## src/rtl/johnson_pkg.sv

```systemverilog
// Purpose : shared types and Johnson-code helpers for the phase monitor.
// Latency : n/a (package: types, constants, pure functions).
// Backpr. : n/a.
//
// Helpers operate on a vector of up to JC_MAX_W bits plus a run-time width
// so that one function serves every WIDTH the monitor is built with. Loops
// run over the fixed maximum and gate on the width, so they unroll cleanly
// when the width is an elaboration constant.
package johnson_pkg;

   typedef enum logic [1:0] {
      ST_ACQ    = 2'd0,
      ST_VERIFY = 2'd1,
      ST_LOCK   = 2'd2
   } jc_state_t;

   localparam int ERR_CNT_MAX = 255;
   localparam int JC_MAX_W    = 32;

   typedef logic [JC_MAX_W-1:0] jc_vec_t;

   // Successor in the shift-left direction: {q[w-2:0], ~q[w-1]}.
   function automatic jc_vec_t jc_next(input jc_vec_t q, input int width);
      jc_vec_t r;
      r = '0;
      for (int i = 1; i < JC_MAX_W; i++) begin
         if (i < width) r[i] = q[i-1];
      end
      for (int i = 0; i < JC_MAX_W; i++) begin
         if (i == width - 1) r[0] = ~q[i];
      end
      return r;
   endfunction

   // A Johnson code has at most one boundary between a run of ones and a
   // run of zeros, i.e. at most one adjacent-bit difference.
   function automatic logic jc_legal(input jc_vec_t q, input int width);
      int n;
      n = 0;
      for (int i = 0; i < JC_MAX_W - 1; i++) begin
         if ((i < width - 1) && (q[i] != q[i+1])) n++;
      end
      return (n <= 1);
   endfunction

   // Phase: ones filling from bit 0 count up; ones draining from bit 0
   // count the second half of the revolution.
   function automatic int jc_idx(input jc_vec_t q, input int width);
      int pc;
      pc = 0;
      for (int i = 0; i < JC_MAX_W; i++) begin
         if ((i < width) && q[i]) pc++;
      end
      if (q[0]) return pc;
      return (2 * width - pc) % (2 * width);
   endfunction

endpackage

```

## src/rtl/johnson_decode.sv

```systemverilog
// Purpose : combinational decode of a Johnson code into legal flag, binary
//           phase index and one-hot phase.
// Latency : 0 cycles (purely combinational). Backpr.: none.
//
// Ports:
//   i_q      [WIDTH-1:0] Johnson code to decode
//   o_legal              code is a member of the 2*WIDTH Johnson sequence
//   o_idx    [IDX_W-1:0] phase index (meaningful only when o_legal)
//   o_onehot [NPH-1:0]   one-hot phase, all zero when the code is illegal
module johnson_decode
   import johnson_pkg::*;
#(
   parameter  int WIDTH = 4,
   localparam int NPH   = 2 * WIDTH,
   localparam int IDX_W = $clog2(NPH)
) (
   input  logic [WIDTH-1:0] i_q,
   output logic             o_legal,
   output logic [IDX_W-1:0] o_idx,
   output logic [NPH-1:0]   o_onehot
);

   localparam logic [NPH-1:0] ONE = {{(NPH-1){1'b0}}, 1'b1};

   always_comb begin
      o_legal  = jc_legal(JC_MAX_W'(i_q), WIDTH);
      o_idx    = '0;
      // Map the integer phase onto the narrow index without keeping an
      // intermediate 32-bit signal around.
      for (int k = 0; k < NPH; k++) begin
         if (jc_idx(JC_MAX_W'(i_q), WIDTH) == k) o_idx = IDX_W'(k);
      end
      o_onehot = o_legal ? (ONE << o_idx) : '0;
   end

endmodule

```

## src/rtl/johnson_phase_monitor.sv

```systemverilog
// Purpose : samples a Johnson counter every clock, decodes its phase and
//           tracks lock to the legal sequence with error/revolution counts.
// Latency : 1 cycle; outputs after edge t reflect q_in sampled at edge t.
// Backpr. : none; q_in is sampled unconditionally every edge.
//
// Ports:
//   Clk, Reset (async, active-high)
//   q_in         [WIDTH-1:0]  Johnson counter output
//   phase_idx    [IDX_W-1:0]  phase of last legal sample
//   phase_onehot [2*WIDTH-1:0] one-hot phase, zero after an illegal sample
//   locked                     sequence tracking established
//   illegal                    last sample was not a Johnson code
//   err                        one-cycle pulse on a sequence error while locked
//   err_cnt      [7:0]         saturating count of err pulses
//   rev_count    [CYC_W-1:0]   wrapping count of revolutions completed in lock
module johnson_phase_monitor
   import johnson_pkg::*;
#(
   parameter  int WIDTH  = 4,
   parameter  int LOCK_N = 2,
   parameter  int CYC_W  = 8,
   localparam int NPH    = 2 * WIDTH,
   localparam int IDX_W  = $clog2(NPH),
   localparam int MC_W   = $clog2(LOCK_N + 1)
) (
   input  logic             Clk,
   input  logic             Reset,
   input  logic [WIDTH-1:0] q_in,
   output logic [IDX_W-1:0] phase_idx,
   output logic [NPH-1:0]   phase_onehot,
   output logic             locked,
   output logic             illegal,
   output logic             err,
   output logic [7:0]       err_cnt,
   output logic [CYC_W-1:0] rev_count
);

   // ---------------------------------------------------------------------
   // Decode of the current sample
   // ---------------------------------------------------------------------
   logic             w_legal;
   logic [IDX_W-1:0] w_idx;
   logic [NPH-1:0]   w_onehot;

   johnson_decode #(.WIDTH(WIDTH)) u_decode (
      .i_q      (q_in),
      .o_legal  (w_legal),
      .o_idx    (w_idx),
      .o_onehot (w_onehot)
   );

   // ---------------------------------------------------------------------
   // State
   // ---------------------------------------------------------------------
   jc_state_t        r_state;
   logic [MC_W-1:0]  r_match_cnt;
   logic [WIDTH-1:0] r_prev;
   logic [IDX_W-1:0] r_phase_idx;
   logic [NPH-1:0]   r_onehot;
   logic             r_illegal;
   logic             r_err;
   logic [7:0]       r_err_cnt;
   logic [CYC_W-1:0] r_rev;

   jc_state_t        w_state_nxt;
   logic [MC_W-1:0]  w_cnt_nxt;
   logic             w_err_nxt;
   logic [WIDTH-1:0] w_expected;
   logic             w_match;
   logic             w_rev_inc;

   // A sample is correct only if it is exactly the successor of the last
   // legal sample; a hold (sample == prev) therefore never matches.
   assign w_expected = WIDTH'(jc_next(JC_MAX_W'(r_prev), WIDTH));
   assign w_match    = w_legal && (q_in == w_expected);

   // Revolution boundary: a correct return to phase 0 while already locked.
   assign w_rev_inc  = (r_state == ST_LOCK) && w_match && (w_idx == '0);

   // ---------------------------------------------------------------------
   // Next-state / pulse logic
   // ---------------------------------------------------------------------
   always_comb begin
      w_state_nxt = r_state;
      w_cnt_nxt   = r_match_cnt;
      w_err_nxt   = 1'b0;

      case (r_state)
         ST_ACQ: begin
            if (w_legal) begin
               w_state_nxt = ST_VERIFY;
               w_cnt_nxt   = '0;
            end
         end

         ST_VERIFY: begin
            if (!w_legal) begin
               w_state_nxt = ST_ACQ;
               w_cnt_nxt   = '0;
            end else if (w_match) begin
               // Promote on the LOCK_N-th consecutive correct transition.
               if (r_match_cnt == MC_W'(LOCK_N - 1)) begin
                  w_state_nxt = ST_LOCK;
                  w_cnt_nxt   = '0;
               end else begin
                  w_cnt_nxt   = r_match_cnt + 1'b1;
               end
            end else begin
               w_cnt_nxt = '0;
            end
         end

         ST_LOCK: begin
            if (!w_match) begin
               w_err_nxt   = 1'b1;
               w_cnt_nxt   = '0;
               // A legal but wrong code is still a usable reference, so
               // re-verify from it; an illegal code forces reacquisition.
               w_state_nxt = w_legal ? ST_VERIFY : ST_ACQ;
            end
         end

         default: begin
            w_state_nxt = ST_ACQ;
            w_cnt_nxt   = '0;
         end
      endcase
   end

   // ---------------------------------------------------------------------
   // Registers
   // ---------------------------------------------------------------------
   always_ff @(posedge Clk or posedge Reset) begin
      if (Reset) begin
         r_state     <= ST_ACQ;
         r_match_cnt <= '0;
         r_prev      <= '0;
         r_phase_idx <= '0;
         r_onehot    <= '0;
         r_illegal   <= 1'b0;
         r_err       <= 1'b0;
         r_err_cnt   <= '0;
         r_rev       <= '0;
      end else begin
         r_state     <= w_state_nxt;
         r_match_cnt <= w_cnt_nxt;
         r_err       <= w_err_nxt;
         r_illegal   <= ~w_legal;
         // Decoder already zeroes the one-hot for illegal codes.
         r_onehot    <= w_onehot;

         // Illegal samples leave the phase reference untouched.
         if (w_legal) begin
            r_prev      <= q_in;
            r_phase_idx <= w_idx;
         end

         if (w_err_nxt && (r_err_cnt != 8'(ERR_CNT_MAX))) begin
            r_err_cnt <= r_err_cnt + 8'd1;
         end

         if (w_rev_inc) begin
            r_rev <= r_rev + 1'b1;
         end
      end
   end

   // ---------------------------------------------------------------------
   // Outputs
   // ---------------------------------------------------------------------
   assign phase_idx    = r_phase_idx;
   assign phase_onehot = r_onehot;
   assign locked       = (r_state == ST_LOCK);
   assign illegal      = r_illegal;
   assign err          = r_err;
   assign err_cnt      = r_err_cnt;
   assign rev_count    = r_rev;

endmodule

```

## config.mk

```make
export PLATFORM = sky130hd
export DESIGN_NAME = johnson_phase_monitor
export DESIGN_NICKNAME = d
export VERILOG_FILES = /design/src/rtl/johnson_pkg.sv /design/src/rtl/johnson_decode.sv /design/src/rtl/johnson_phase_monitor.sv
export SDC_FILE = /design/constraint.sdc
export NUM_CORES = 1
export LEC_CHECK = 0
export ABC_CLOCK_PERIOD_IN_PS = 1740
export BUFFER_PORTS_ARGS = -buffer_cell sky130_fd_sc_hd__buf_4
export CAP_MARGIN = 30
export CORE_AREA = 2 2 67 69
export CTS_CLUSTER_SIZE = 14
export DETAILED_ROUTE_END_ITERATION = 8
export DIE_AREA = 0 0 69 71
export PLACE_DENSITY = 0.72
export SYNTH_ARGS = -nofsm -noshare
export SYNTH_HDL_FRONTEND = slang
export SYNTH_SLANG_ARGS = --single-unit
```

## constraint.sdc

```tcl
create_clock -name Clk -period 1.74 [get_ports Clk]
set_input_delay 0.087 -clock Clk [delete_from_list [all_inputs] [get_ports Clk]]
set_output_delay 0.087 -clock Clk [all_outputs]
set_load 0.03 [all_outputs]
```

# Yosys cells after proc, flatten, opt, wreduce, memory -nomap -nowiden
# Cells that the tools add are included.
totals:
  output_inout_bits: 30
  inputBits: 6
  word_cells: 84
  register_bits: 37
classes:
  order_cmp: 1
  eq_ne: 19
  bitwise_logic: 3
  n_mux: 33
  n_reduce_logical: 9
  addsub: 9
  shift: 1
op_table:
  columns: ["op", "count"]
  rows:
  - ["$mux 32", 6]
  - ["$add 32x2->32 const B", 4]
  - ["$eq 32x4->1 const B", 4]
  - ["$eq 32x3->1 const B", 2]
  - ["$eq 32x2->1 const B", 1]
  - ["$le 32x2->1 const B", 1]
  - ["$sub 5x32->32 const A", 1]
  - ["$mux 2", 11]
  - ["$mux 3", 6]
  - ["$add 8x1->8 const B", 2]
  - ["$pmux 2 s3", 2]
  - ["$mux 8", 1]
  - ["$ne 8x8->1 const B", 1]
  - ["$shl 1x3->8 const A", 1]
  - ["$mux 1", 7]
  - ["$ne 3x3->1 const B", 2]
  - ["$eq 2x1->1 const B", 2]
  - ["$eq 4x4->1", 1]
  - ["$logic_and 1x1->1", 4]
  - ["$ne 2x2->1 const B", 2]
  - ["$reduce_and 4->1", 1]
  - ["$logic_not 3->1", 1]
  - ["$ne 1x1->1", 3]
  - ["$reduce_or 3->1", 1]
  - ["7 further kinds", 8]

# Longest topological paths before layout
logic_depth:
  depth_word: 21
  ltp_mapped: 14

# By module
# From an unflattened synthesis, not the netlist that was laid out.
unflattened:
  hier_cells: 166
  area_unflattened_um2: 1933.1
modules_own_cells:
  columns: ["module", "cells_each", "area_each_um2", "seq_area_each_um2", "instances"]
  rows:
  - ["johnson_phase_monitor", 123, 1621.6, 925.9, 1]
  - ["johnson_decode", 43, 311.5, 0.0, 1]

# Worst setup path before layout
# OpenSTA, ideal clock, no wires.
synth_timing:
  kind: "input port to flip-flop"
  from: "input port q_in[0]"
  to: "register r_rev[1], in the netlist rev_count[1]"
  t_required_ps: 1612
  n_path_buf: 3
  t_arrival_ps: 2786
  stages: 14
  slack_ps: -1174
  setup_time_ps: 128
  path_cell_list: "buf_2 inv_1 ha_1 buf_4 xor2_2 xnor2_1 inv_1 ha_1 inv_1 o21ai_0 a311o_1 buf_4 nor3_2 mux2_1"
synth_via:
  elab_chain_cells: 21
  elab_cells_between_ends: 39
  classes_between: "add/sub (6); order compare (1); eq/ne (9); mux (17); bitwise (1); reduce/logical (5)"
synth_rtl:
  columns: ["item", "line", "source"]
  rows:
  - ["from (decl)", "johnson_phase_monitor.sv:28", "input logic [WIDTH-1:0] q_in,"]
  - ["$mux 1", "johnson_pkg.sv:52, johnson_pkg.sv:54", null]
  - ["$add 1x1->2", "johnson_pkg.sv:52", "if ((i < width) && q[i]) pc++;"]
  - ["$mux 2", null, null]
  - ["$add 32x2->32", "johnson_pkg.sv:52", null]
  - ["$mux 32", null, null]
  - ["$add 32x2->32", "johnson_pkg.sv:52", null]
  - ["$mux 32", "johnson_pkg.sv:52", null]
  - ["$sub 5x32->32", "johnson_pkg.sv:55", "return (2 * width - pc) % (2 * width);"]
  - ["$reduce_or 3->1 (no line)", null, null]
  - ["$and 1x1->1 (no line)", null, null]
  - ["$mux 32", "johnson_pkg.sv:55", null]
  - ["$eq 32x2->1", "johnson_decode.sv:31", "if (jc_idx(JC_MAX_W'(i_q), WIDTH) == k) o_idx = IDX_W'(k);"]
  - ["$mux 1", "johnson_decode.sv:31", null]
  - ["$mux 3 (6 in a row)", "johnson_decode.sv:31", null]
  - ["$logic_not 3->1", "johnson_phase_monitor.sv:78", "assign w_rev_inc = (r_state == ST_LOCK) && w_match && (w_idx == '0);"]
  - ["$logic_and 1x1->1 (*)", "johnson_phase_monitor.sv:78", null]
  - ["to (signal assigned)", "johnson_phase_monitor.sv:163", "r_rev <= r_rev + 1'b1;"]
  - ["to (decl)", "johnson_phase_monitor.sv:63", "logic [CYC_W-1:0] r_rev;"]
# Every way passes the cells marked *; elsewhere a longest branch is shown, timed or not.
# A chain may end at the register's enable or synchronous reset.

# Worst setup path after layout
layout_timing:
  from: "input port q_in[0]"
  to: "register r_rev[2], in the netlist rev_count[2]"
# Same word-level chain as after synthesis.

==> flow_summary_export.csv <==
group,metric,value,unit
layout,diodes,0,
power,vdd_drop_max,0.556,mV
clocking,cts_made_buffers,5,
critical_path,critPathLaunchType,"input port",
critical_path,crit_type,"input port to flop",
routing,drt.antenna.violating_nets,0,
floorplan,dieArea,4900,µm²
logic_synthesis,async_flop_share,100,%
logic_synthesis,synth_common_cells,"dfrtp_1, nand2_1, xor2_1",
critical_path,crit_arrival,2.46,ns
logic_synthesis,synth_flop_cell,"dfrtp_1",
sta,rsz0062_at_grt,"yes",
logic_synthesis,yosys.area.top_type_share,46.5,%
layout,layout-drive-gt1-share,46.4,%
sta,slew_headroom,70.2,%
routing,wire_per_inst,14.5,µm
clocking,htreeDepth,2,
logic_synthesis,ys_seq_area_share,46.5,%
logic_synthesis,synth_most_common_cell,"dfrtp_1",
critical_path,required,1.95,ns
sta,finalCriticalPeriod,2.25,ns
place,gp_congestion,0.766,
logic_synthesis,synthAdderAreaFrac,4.40,%
job,cap_violations,0,
logic_synthesis,yosys_register_bits,37,
logic_synthesis,synth_area_leaders,"dfrtp_1, xor2_1, ha_1",
global_route,grt_usage,19.9,%
place,post-place-ws,-0.888,ns
logic_synthesis,yosysTopAreaCell,"dfrtp_1",
global_route,antenna_found_initial,0,
critical_path,critPathCaptureType,"flop",
logic_synthesis,synth_mux_area_share,3.14,%
logic_synthesis,synth_nets,201,
sta,finalHoldViolations,0,
clocking,clock-sinks,37,
floorplan,chipHeight,71,µm
logic_synthesis,synth_cells,188,
logic_synthesis,synth_top_family_by_area,"simple AND/OR/NAND/NOR gates",
place,dp_hpwl,3110,µm
place,portBuffers,35,
floorplan,core-area,4200,µm²
sta,setup_viol,16,
min_path,hp-class,"input port to flop",
clocking,root_buffer,"clkbuf_8",
sta,slew_viol_final,0,
sta,fin_ws,-0.511,ns
global_route,grt_max_degree,38,
layout,fin_nets,279,
routing,drc,0,
floorplan,die_x,69,µm
sta,finalCritPeriodShare,129,%
critical_path,worstPathMaxFanout,7,
clocking,path_clk_slew,0.07,ns
global_route,grt_pass1_vias,1648,
logic_synthesis,synthXorXnorAreaFrac,9.18,%
sta,fin_skew,0.00658,ns
layout,area_growth,50.3,%
power,power,2.35,mW
logic_synthesis,yosys.area_share.simple,21.2,%
global_route,globalRouteOverflowTotal,0,
logic_synthesis,netlist-cell-type-count,47,
power,p_leak,1.50,nW
routing,dr_total_vias,1705,
outcome,violations,"setup timing",
routing,postRouteWirelength,4620,µm
logic_synthesis,yosysWarnings,0,
routing,vias_per_cell,5.34,
floorplan,start_util,47.4,%
sta,fmax,0.444,GHz
logic_synthesis,netlist_area,1990,µm²
global_route,grt_pass1_wl,7820,µm
sta,tns,-5.22,ns
power,power_density,784,nW/µm²
logic_synthesis,synth-edff-count,0,
clocking,cts_buffer_depth,2,
routing,drtIter0Drc,138,
floorplan,row_count,24,
routing,dr.pass1.iters,4,
clocking,clk_latency,0.29,ns
clocking,cts_tree,"done",
logic_synthesis,syn_avg_cell_area,10.6,µm²
floorplan,ios,36,
logic_synthesis,synth-compound-area-share,10.7,%
layout,fin_util,71.2,%
outcome,status,"finished with violations",
sta,worstMarginPinSlew,0.447,ns
-- state kept, by name (all words and copies together), names as in the netlist, 2 cells and up --
signal and count:
r_state 2, r_match_cnt 2, phase_onehot 8, r_prev 4, err_cnt 8, rev_count 8, phase_idx 3
-- path summary, 6_finish.rpt --
kind                         startpoint        endpoint  slack [ns]  depth (start not counted)
min in group asynchronous         Reset  r_match_cnt[1]        0.45                          4
max                             q_in[0]    rev_count[2]       -0.51                         12
min                             q_in[1]       r_prev[1]        0.14                          4
max reg2reg                   r_prev[3]    rev_count[2]       -0.02                          6
max in group asynchronous         Reset       r_prev[0]        0.97                          4
min reg2reg                rev_count[5]    rev_count[5]        0.49                          1
-- placed cells by master, fill, tap and decap left out, types with 3 or more instances in the layout --
cell and instances:
nor3_2 3, o21ai_0 3, ha_4 3, ha_1 3, nor3_1 5, buf_6 4
nand3_1 7, nand4_1 5, clkbuf_8 5, nand2_1 14, dfrtp_1 37, nor2_1 6
buf_4 72, xnor2_1 5, o21ai_1 4, buf_12 3, mux2i_1 3, nor2b_1 5
inv_1 7, xor2_1 12, nor4_4 8
-- routing by layer --
layer  share of wire [%]  vias to the layer above  track usage, %  wire length, µm
met3                 3.5                        8            4.42              163
li1                    -                      821               -                -
met5                   0                        -               0                0
met2                  50                       37            32.6             2320
met4                 2.0                        0            6.54               91
met1                  44                      839            26.3             2040
-- report_power, final --
part / total (mW) / leakage (nW) / internal (mW) / switching (mW)
Sequential: 0.951 / 0.499 / 0.916 / 0.0352
Clock: 0.589 / 0.0450 / 0.278 / 0.311
Combinational: 0.806 / 0.954 / 0.362 / 0.444
Total: 2.35 / 1.50 / 1.56 / 0.791
-- area by class of cell --
class,instances,area (µm²)
Clock inverter,2,10.0
Inverter,10,47.5
Sequential cell,37,926
Tap cell,52,65.1
Clock buffer,6,72.6
Fill cell,299,1210
Multi-Input combinational cell,131,1200
Timing Repair Buffer,81,671
-- cells by family (layout without fill, tap and decap cells) --
group                    count (synthesis)  count (layout)
AND/OR/NAND/NOR                         69              69
buffers and inverters                   20              99
multiplexers                             6               6
AO/OA/AOI/OAI                           29              29
adder cells (fa/ha/maj)                  7               7
flip-flops                              37              37
XOR/XNOR                                20              20
-- worst max-delay path: stages --
cell	delay, ns
buf_12	0.09
inv_8	0.03
ha_4	0.28
xor2_4	0.19
ha_4	0.23
mux2i_1	0.13
ha_2	0.23
ha_4	0.21
a221o_1	0.39
buf_6	0.19
nor4_4	0.18
xor2_1	0.22
-- repair_timing --
| item | in CTS | in global routing |
|---|---|---|
| gates resized for setup | 20 | 13 |
| pin swaps | 18 | 3 |
| hold buffers | 1 | 0 |
| setup endpoints to repair | 17 | 22 |
| endpoints found under the hold margin | 37 | 0 |
| setup buffers | 1 | 3 |
-- through the flow --
step / cell area (µm²) / hold slack, ns / std cells
6_report: 2990 / 0.137 / 319
5_1_grt: 2990 / 0.146 / 319
4_1_cts: 2920 / 0.137 / 317
3_5_place_dp: 2700 / 0.233 / 307
3_3_place_gp: 2700 / 0.225 / 307
2_1_floorplan: 2140 / 0.267 / 188
(Power assumes the default switching activity.)
